==> config.mk <==
export PLATFORM = sky130hd
export DESIGN_NAME = seq_frame_tx
export DESIGN_NICKNAME = d
export VERILOG_FILES = /design/src/rtl/seq_frame_tx.sv
export SDC_FILE = /design/constraint.sdc
export NUM_CORES = 1
export LEC_CHECK = 0
export ABC_AREA = 1
export CAP_MARGIN = 20
export CELL_PAD_IN_SITES_DETAIL_PLACEMENT = 2
export CELL_PAD_IN_SITES_GLOBAL_PLACEMENT = 2
export CORE_AREA = 3 3 50 97
export CTS_CLUSTER_DIAMETER = 40
export CTS_CLUSTER_SIZE = 16
export DETAILED_ROUTE_END_ITERATION = 6
export DIE_AREA = 0 0 53 100
export HOLD_SLACK_MARGIN = 0.1
export PLACE_DENSITY_LB_ADDON = 0.12
export SETUP_SLACK_MARGIN = 0.05
export SLEW_MARGIN = 40
export SYNTH_ARGS = -nofsm -noshare
export SYNTH_HDL_FRONTEND = slang
export SYNTH_SLANG_ARGS = --single-unit
==> constraint.sdc <==
create_clock -name clk -period 1.3 [get_ports clk]
set_input_delay 0.13 -clock clk [delete_from_list [all_inputs] [get_ports clk]]
set_output_delay 0.13 -clock clk [all_outputs]
set_load 0.01 [all_outputs]
==> src/rtl/seq_frame_tx.sv <==
// Serial frame transmitter: sync pattern, MSB-first payload, optional
// even parity, then a fixed idle gap before the next byte is taken.
module seq_frame_tx #(
    parameter int PARITY_EN = 1,
    parameter int GAP_LEN   = 2
) (
    input  logic       clk,
    input  logic       reset,
    input  logic [7:0] data_in,
    input  logic       data_valid,
    output logic       data_ready,
    output logic       serial_out,
    output logic       tx_active,
    output logic       frame_done
);

    typedef enum logic [2:0] {
        IDLE,
        SYNC,
        DATA,
        PARITY,
        GAP
    } state_t;

    localparam logic [3:0] GAP_LAST = 4'(GAP_LEN - 1);

    state_t     state, state_n;
    logic [3:0] cnt, cnt_n;
    logic [7:0] sh, sh_n;
    logic       par, par_n;
    logic       ser_n, act_n, done_n;

    always_comb begin
        state_n = state;
        cnt_n   = cnt + 4'd1;
        sh_n    = sh;
        par_n   = par;
        unique case (state)
            IDLE: begin
                cnt_n = 4'd0;
                if (data_valid) begin
                    state_n = SYNC;
                    sh_n    = data_in;
                    par_n   = ^data_in;
                end
            end
            SYNC: begin
                if (cnt == 4'd3) begin
                    state_n = DATA;
                    cnt_n   = 4'd0;
                end
            end
            DATA: begin
                sh_n = {sh[6:0], 1'b0};
                if (cnt == 4'd7) begin
                    state_n = (PARITY_EN != 0) ? PARITY : GAP;
                    cnt_n   = 4'd0;
                end
            end
            PARITY: begin
                state_n = GAP;
                cnt_n   = 4'd0;
            end
            GAP: begin
                if (cnt == GAP_LAST) begin
                    state_n = IDLE;
                    cnt_n   = 4'd0;
                end
            end
            default: begin
                state_n = IDLE;
                cnt_n   = 4'd0;
            end
        endcase

        // Outputs are precomputed from the next state so they can be flopped.
        ser_n  = 1'b0;
        act_n  = 1'b0;
        done_n = 1'b0;
        unique case (state_n)
            SYNC: begin
                ser_n = ~cnt_n[0];
                act_n = 1'b1;
            end
            DATA: begin
                ser_n = sh_n[7];
                act_n = 1'b1;
            end
            PARITY: begin
                ser_n = par_n;
                act_n = 1'b1;
            end
            GAP: begin
                done_n = (cnt_n == GAP_LAST);
            end
            default: begin
                ser_n = 1'b0;
            end
        endcase
    end

    always_ff @(posedge clk) begin
        if (reset) begin
            state      <= IDLE;
            cnt        <= 4'd0;
            sh         <= 8'd0;
            par        <= 1'b0;
            data_ready <= 1'b1;
            serial_out <= 1'b0;
            tx_active  <= 1'b0;
            frame_done <= 1'b0;
        end else begin
            state      <= state_n;
            cnt        <= cnt_n;
            sh         <= sh_n;
            par        <= par_n;
            data_ready <= (state_n == IDLE);
            serial_out <= ser_n;
            tx_active  <= act_n;
            frame_done <= done_n;
        end
    end

endmodule

Word level (Yosys, flattened, before mapping) --
Index checks and enable logic that the tools add are counted.
Word-level totals: word-level logic and storage cells 47, output and inout port bits 4, input bits 11, register bits after elaboration 20
Operators by class: $add $sub $neg 1, bitwise logic cells 2, eq/ne operators 13, multiplexer cells 15, reduce and logical (&&, ||, !) cells 7
Operators by type and width (number):
- one-hot mux 8 bit (2 select lines) | 1
- one-hot mux 3 bit (5 select lines) | 1
- equality test 3 x 2 -> 1 bit, second input constant | 4
- two-way mux 3 bit | 4
- two-way mux 4 bit | 3
- one-hot mux 4 bit (3 select lines) | 1
- equality test 4 x 1 -> 1 bit, second input constant | 2
- two-way mux 8 bit | 1
- parity 8 bit | 1
- equality test 3 x 1 -> 1 bit, second input constant | 2
- equality test 3 bit, second input constant | 2
- logical NOT 3 bit | 2
- adder 4 x 1 -> 4 bit, second input constant | 1
- equality test 4 x 2 -> 1 bit, second input constant | 1
- equality test 4 x 3 -> 1 bit, second input constant | 1
- two-way mux 1 bit | 3
- one-hot mux 1 bit (3 select lines) | 1
- OR reduction 3 bit | 1
- != test 2 bit, second input constant | 1
- NOT 1 bit | 2
- AND reduction 2 bit | 1
- nonzero test 2 bit | 1
- OR reduction 2 bit | 1

Depth between registers and ports, before layout --
depth after elaboration 6, gate-level depth with buffers 10

Worst setup path before layout --
No wires, ideal clock.
path kind register to register, start register cnt[0], end register serial_out, buffers on the path 0, path slack 63 ps, cell stages (with the launch flop) 10, arrival 1128 ps, required time 1191 ps, cells stage by stage dfxtp_1 > ha_1 > nand3_1 > nor2_1 > nor2_1 > nor2_1 > nand2_1 > nand3_1 > nand2_1 > inv_1
On the way: word-level cells in the longest chain between the ends 5
Ends and longest elaborated chain:
- start: declaration | RTL line 28 | logic [3:0] cnt, cnt_n;
- start signal: assignment | RTL line 114 | cnt <= cnt_n;
- adder 4 x 1 -> 4 bit (tied with other cells) | RTL line 35 | cnt_n = cnt + 4'd1;
- two-way mux 4 bit (tied with other cells) | RTL line 65 | if (cnt == GAP_LAST) begin
- one-hot mux 4 bit (3 select lines) / one-hot mux 3 bit (5 select lines) (equally long branches) | RTL line 38 | unique case (state)
- NOT 1 bit (tied with other cells) | RTL line 82 | ser_n = ~cnt_n[0];
- one-hot mux 1 bit (3 select lines) * | RTL line 80 | unique case (state_n)
- end signal: assignment | RTL line 118 | serial_out <= ser_n;
- end: declaration | RTL line 12 | output logic serial_out,
Mark *: on every way between the ends. The rest lies on a longest branch, timed or not. A chain may end at the register's enable or synchronous reset.

Worst setup path after layout --
start register state[2], end register serial_out
On the way: word-level cells in the longest chain between the ends 4
Ends and longest elaborated chain:
- start: declaration | RTL line 27 | state_t state, state_n;
- start signal: assignment | RTL line 113 | state <= state_n;
- equality test 3 bit (tied with other cells) | RTL line 38
- one-hot mux 3 bit (5 select lines) / one-hot mux 4 bit (3 select lines) (equally long branches) | RTL line 38
- equality test 3 x 2 -> 1 bit (tied with other cells) | RTL line 80
- one-hot mux 1 bit (3 select lines) * | RTL line 80
Marked as above.

==> impl_metrics.toml <==
[worst_setup_path]
rrSetupSlack_ns = 0.01
r2r_start = "state[2]"
crit_fanout = 5
reg2reg_depth = 10
crit_path_end_kind = "flop"
rr_endpoint = "serial_out"
start_kind = "flop"
required_ns = 1.52
criticalPathCategory = "reg2reg"
cp.arrival_ns = 1.51

[clocking]
tritoncts = "built"
clkTransAtPathRegs_ns = 0.08
clk_latency_ns = 0.26
cts.sinks = 20
cts_buffers = 3
cts_hold_buf = 0
clk_path_buf_depth = 2
cts-root-buf = "clkbuf_8"
cts_max_level = 1

[floorplan]
dieWidth_um = 53
dieArea_mm2 = 0.00530
die_h_um = 100
num_rows = 33
core_mm2 = 0.00417
initial_core_util_pct = 25.5
boundaryPins = 15

[synth]
ys_warn_count = 0
netlist_area_mm2 = 0.00106
synth_seq_cells = 20
ys_types = 23
seq_area_frac_synth_pct = 37.7
synth_nets = 164
netlist_instances = 151
synth.top_cell.area_share_pct = 37.7
avgSynthCellArea_um2 = 7.03
synth.largest_area_cell = "dfxtp_1"
yosys-top-cells-area = "dfxtp_1, nand2_1, nand3_1"

[sta]
max-slew-margin-rel_pct = 76.8
fin_hold_ws_ns = 0.243
slew_violations = 0
setup_viol = 0
clock_skew_ns = 0.00365
fin_crit_sh_pct = 98.9
rsz0062_at_grt = "true"
postLayoutSetupSlackWorst_ns = 0.0144
tightestPinTransition_ns = 0.346
hold_viol = 0
max_freq_mhz = 778
fin_crit_ns = 1.29

[flow_run]
drv_cap = 0

[run_status]
status = "finished, final reports clean"

[layout]
seq_area_um2 = 418
num-fill-cells = 483
multiInputGateArea_um2 = 822
diodes = 0
final_area_mm2 = 0.00182
drive_gt1_share_pct = 40.9
nets = 207
area_delta_synth_final_pct = 71.4

[placed_design]
port_buffers = 14
dpl_cell_area_mm2 = 0.00140
gp_congestion = 0.730
dp_hpwl_um = 3040
dpl_worst_slack_ns = -0.178

[route]
dr_total_vias = 1139
viasPerCell = 4.65
route.detailed.drc = 0
wl_um = 4050
ant_nets = 0
wire_per_inst_um = 16.5
drt_pre_antenna_iters = 3
drt_iter0_markers = 9

[power_and_ir_drop]
vdd_ir_drop_max_v = 0.000785
pwr_density_cell_mw_per_mm2 = 917
power_w = 0.00167
p_leak_nw = 0.817

[global_routing]
antenna_found_initial = 0
grt_pass1_vias = 1328
gr-total-overflow = 0
grt_usage_pct = 16.3
grt_max_degree = 13
grt_pass1_wl_um = 6290

[hold_path]
hp-start = "data_in[6]"
worstHoldEndpoint = "sh[6]"
hp-class = "in2reg"
hold_depth = 3
[through the flow]
stage	TNS (ns)	std cells	util, %
floorplan	0	151	-
global placement	-0.922	234	33.6
detailed placement	-1.58	234	33.6
CTS	0	243	39.2
global route	-0.223	245	43.7
finish	0	245	43.7
[kinds of logic after synthesis]
kind of cell | Yosys count | synth area share [%]
AND/OR/NAND/NOR | 88 | 37.5
flip-flops | 20 | 37.7
buffers and inverters | 18 | 6.36
XOR/XNOR | 10 | 8.24
AO/OA/AOI/OAI | 13 | 7.89
adder cells (fa/ha/maj) | 2 | 2.36
[synth_stat cells]
| library cell | count |
|---|---|
| nand3_2 | 1 |
| nand2_4 | 1 |
| o211ai_1 | 1 |
| nand2_2 | 2 |
| a21oi_1 | 2 |
| nand2_1 | 50 |
| ha_1 | 2 |
| xnor2_1 | 4 |
| nor2_1 | 11 |
| buf_1 | 1 |
| a21oi_2 | 2 |
| o21ai_1 | 1 |
| nand4_1 | 3 |
| inv_2 | 3 |
| nor3b_1 | 2 |
| nand3_1 | 13 |
| xor2_1 | 6 |
| a31oi_1 | 7 |
| inv_1 | 13 |
| nor2_4 | 1 |
| clkbuf_1 | 1 |
| dfxtp_1 | 20 |
| nor2_2 | 4 |
[worst max path at each step]
stage / cells past startpoint / end / startpoint
after CTS: 10 / serial_out / state[2]
after floorplan: 9 / serial_out / cnt[0]
after global placement: 10 / serial_out / data_valid
after detailed placement: 10 / serial_out / data_valid
final: 10 / serial_out / state[2]
after global routing: 8 / frame_done / cnt[0]
[routing by layer]
layer / wire [um] / vias up / GRT usage, %
li1: - / 562 / -
met2: 2740 / 15 / 34.2
met3: 54 / 6 / 2.08
met5: 0 / - / 0
met4: 63 / 0 / 6.30
met1: 1200 / 556 / 13.8
[worst max-delay path, cell delays in order, from the launching register on]
cell and delay (ns):
dfxtp_2 0.34, inv_2 0.08, nand2_2 0.07, nor2_4 0.19
buf_4 0.17, nor2_4 0.04, nor2_1 0.10, nand2_1 0.09
nand3_2 0.07, nand2_1 0.05, inv_1 0.04
[cells in the final DEF, fill, tap and decap left out, types with 2 or more instances in the layout]
cell type / netlist / final
nand2_1: 50 / 43
buf_4: 0 / 19
dfxtp_1: 20 / 14
inv_1: 13 / 10
nor2_4: 1 / 9
a31oi_1: 7 / 7
buf_6: 0 / 7
nand3_1: 13 / 6
nor2_1: 11 / 6
dlymetal6s2s_1: 0 / 6
clkdlybuf4s50_1: 0 / 6
nand3_4: 0 / 5
nand2_4: 1 / 5
nand2_2: 2 / 5
xor2_1: 6 / 4
dfxtp_4: 0 / 4
inv_2: 3 / 3
nand3_2: 1 / 3
nand4_1: 3 / 3
xnor2_1: 4 / 3
clkbuf_8: 0 / 3
inv_4: 0 / 2
nor3b_2: 0 / 2
xor2_2: 0 / 2
a21oi_1: 2 / 2
ha_4: 0 / 2
dfxtp_2: 0 / 2
dlygate4sd2_1: 0 / 2
[report_power, final]
group | internal [W] | leakage (nW) | total, W | switching, W
clock network | 0.000411 | 0.0357 | 0.000636 | 0.000225
registers | 0.000642 | 0.168 | 0.000665 | 0.0000232
logic | 0.000174 | 0.613 | 0.000369 | 0.000195
[layout make-up]
class | instances | area share (%)
multi-input combinational | 113 | 45.2
sequential | 20 | 23.0
timing repair buffer | 40 | 20.5
inverter | 16 | 3.85
tap | 52 | 3.57
clock buffer | 3 | 2.27
clock inverter | 1 | 1.65
[state kept, by name, indices dropped and copies added, names as in the netlist]
signal,count
cnt,4
data_ready,1
frame_done,1
par,1
serial_out,1
sh,8
state,3
tx_active,1
[timing repair]
item                       CTS  global route
resized for setup           36            42
setup endpoints to repair   20            17
setup buffers                5             3
pin swaps                   10            19
(Power assumes the default switching activity.)
==> RTL change, RTL diff (same flow settings) <==
Make the reset (`reset`) asynchronous in one clocked block. Comments in the files are not updated.
--- a/src/rtl/seq_frame_tx.sv
+++ b/src/rtl/seq_frame_tx.sv
@@ -100,5 +100,5 @@
     end
 
-    always_ff @(posedge clk) begin
+    always_ff @(posedge clk or posedge reset) begin
         if (reset) begin
             state      <= IDLE;
Function: differs if reset is asserted again (counterexample within 4 cycles, from zero or initial values and one cycle with reset high); with reset held inactive, the same outputs for 10 cycles.
==> RTL change against the unedited design <==
  * The flow now finishes with violations (setup timing)
  * Wire length increased by 7.8%
  * Area after synthesis increased by 8.8%
  * Worst setup slack got worse by 130 ps
  * Maximum frequency decreased by 8.9%
  * Via count increased by 0.35%
  * Utilization increased by 0.96 points
  * Final area increased by 2.2%
  * Non-clock buffer count decreased by 6
  * Sequential cell count unchanged
  * Largest cell class unchanged
Power is not compared: it rests on default switching activity, and its combinational part moved more than twofold at a synthesized area within 25%.
==> RTL change: results (changes against the unedited design) <==
The flow ran to the end, but the final reports show violations. The checks that failed: setup timing. The fraction of layout instances using a drive strength above 1 came out at 38.97% (-2.0 points).

For the maximum number of pins on one net before global-route repair, the log shows 13 (unchanged). The first-iteration detailed-routing DRC count is 5 (-4), and the global-route wire length before repair is 6348 µm (+1.0%). The number of buffer cells added on primary ports came out at 14 (unchanged). For the number of inserted diodes, the log shows 0 (unchanged). The run gives 1369 (+3.1%) as the number of global-route vias before repair. The average via count per standard cell is 4.628 (-0.46%), and the clock skew after layout is 8.203 ps (+4.558 ps). Largest fanout on the critical path: 3 (-2).

The total vias in the final route is 1143 (+0.35%). The average wire per standard cell works out to 17.69 µm (+6.9%). The proportion of synthesized flip-flops having asynchronous set or reset was 100.0% (+100 points); the number of fillers in the final layout was 478 (-1.0%). Worst min-delay path category: primary input to async pin. The logs give 2 (unchanged) for the number of buffers between clock root and the deepest sink and 765.4 µV for the maximum vdd ir drop. The post-placement cell count is 238 (+1.7%), and the clock transition at the register clock pins on the worst setup and hold paths after CTS is 80 ps (about the same). The tools report the net count of the mapped netlist as 170 (+3.7%). On the critical path, the stage with the largest delay is an instance of sky130_fd_sc_hd__dfrtp_1. The number of buffers inserted during clock tree synthesis is 3 (unchanged), and the leakage power of the design is 0.0009523 µW. The standard cell area after detailed placement is 1489 µm² (+6.2%), and the final worst setup slack is -111.5 ps (-125.9 ps). The count of cell types in the netlist was 20 (-13%); the biggest cell delay along the critical path was 430 ps (+90 ps). The first-pass iteration count of the detailed router was 3 (unchanged); the sequential cell area fraction in the yosys report was 43.40% (+5.7 points). The global placement routability congestion was 0.8233 (+13%). The run gives 1580 ps (+70 ps) as the data arrival time of the critical path.

The insertion delay of the later-clocked pin in the worst-skew pair was 260 ps (about the same); the sum of negative setup slack was -312.0 ps (-312.0 ps). The run gives 8 (+8) as the number of endpoints failing setup at the final stage. The largest registers in the layout are sh (8), cnt (4), state (3). In the post-synthesis netlist, the biggest area contributors are sky130_fd_sc_hd__dfrtp_1, sky130_fd_sc_hd__nand2_1, sky130_fd_sc_hd__inv_1, sky130_fd_sc_hd__nand3_1, sky130_fd_sc_hd__o211ai_1. Among all flip-flop cells after synthesis, the most frequent one is sky130_fd_sc_hd__dfrtp_1. For the relative slew slack, the log shows 72.41% (-4.4 points). The number of antenna violations at the first check in global routing was 0 (unchanged); the global routing usage summed across all routing layers was 16.41% (+0.15 points). Synthesized area per cell: 7.364 µm² (+4.7%).

The tree is rooted in a sky130_fd_sc_hd__clkbuf_8. The count of warnings emitted by yosys is 0 (unchanged). The logs give 1 (unchanged) for the number of H-tree levels and 209 (+0.97%) for the count of nets after finishing. For the placed wire-length estimate, the log shows 3049 µm (+0.36%). The commonest cells after synthesis are sky130_fd_sc_hd__nand2_1, sky130_fd_sc_hd__inv_1, sky130_fd_sc_hd__dfrtp_1.
==> RTL change: cell count changes in the layout (fill, tap and decap cells not counted), moves of 5 or more <==
cell                             before  now
sky130_fd_sc_hd__a31oi_1              7    0
sky130_fd_sc_hd__buf_4               19   11
sky130_fd_sc_hd__dfrtp_1              0   15
sky130_fd_sc_hd__dfxtp_1             14    0
sky130_fd_sc_hd__dlymetal6s2s_1       6    0
sky130_fd_sc_hd__inv_1               10   25
sky130_fd_sc_hd__nand3_2              3    8
sky130_fd_sc_hd__nor2_1               6    1
sky130_fd_sc_hd__o211ai_1             1    6
==> RTL change: path summary, 6_finish.rpt <==
kind                             from    endpoint  slack, ps  cells past startpoint
setup / recovery               cnt[1]      cnt[2]       -110                      9
hold / removal                  reset  serial_out        150                      2
setup reg to reg               cnt[1]      cnt[2]       -110                      9
hold reg to reg                 sh[0]       sh[0]        500                      2
max in group asynchronous       reset    state[0]        710                      3
min in group clk           data_in[0]       sh[0]        480                      3
==> RTL change: routing by layer <==
metal,up-vias,global-route usage [%],wire length (µm)
met3,4,1.189,26
met2,9,34.96,2935
met5,-,0,0
li1,562,-,-
met4,0,7.480,78
met1,568,13.48,1329
==> RTL change: logic make-up (layout without fill, tap and decap cells) <==
logic type / after synthesis / count (layout) / share of synthesized area [%]
DFF: 20 / 20 / 43.40
AOI/OAI and AO/OA: 13 / 13 / 7.250
xor gates and xnor gates: 2 / 2 / 1.515
adders and majority gates: 2 / 2 / 2.164
buffers and inverters: 31 / 69 / 10.06
and+or+nand+nor: 89 / 89 / 35.61
==> RTL change: metrics by stage <==
stage | util [%] | setup slack [ps]
finish | 44.61 | -111.5
global route | 44.61 | -179.0
CTS | 40.50 | -110.2
detailed placement | 35.70 | -180.7
global placement | 35.70 | -99.81
floorplan | - | 52.58
==> RTL change: layout make-up <==
type | count | area [µm²] | share of cell area (%)
inverters | 31 | 121.4 | 6.523
flip-flops and latches | 20 | 506.7 | 27.24
repair buffers | 34 | 327.8 | 17.62
clock inverters | 1 | 30.03 | 1.614
well taps | 52 | 65.06 | 3.497
clock buffers | 3 | 41.29 | 2.219
multi-input cells | 106 | 768.2 | 41.29
==> RTL change: critical path: cells and delay by family, from the launching register on <==
family | cells | cell delay, ps
flip-flops | 1 | 430
AND/OR/NAND/NOR | 4 | 400
buffers and inverters | 4 | 350
adder cells (fa/ha/maj) | 1 | 140
==> RTL change: power breakdown <==
group / switching (µW) / internal, µW
Sequential: 230 / 903
Clock: 217 / 411
Combinational: 1380 / 1030
==> RTL change: timing repair <==
item,CTS,global route
cloned,0,0
buffers inserted,3,2
gates resized for setup,33,40
setup endpoints to repair,22,19
pin swaps,12,12
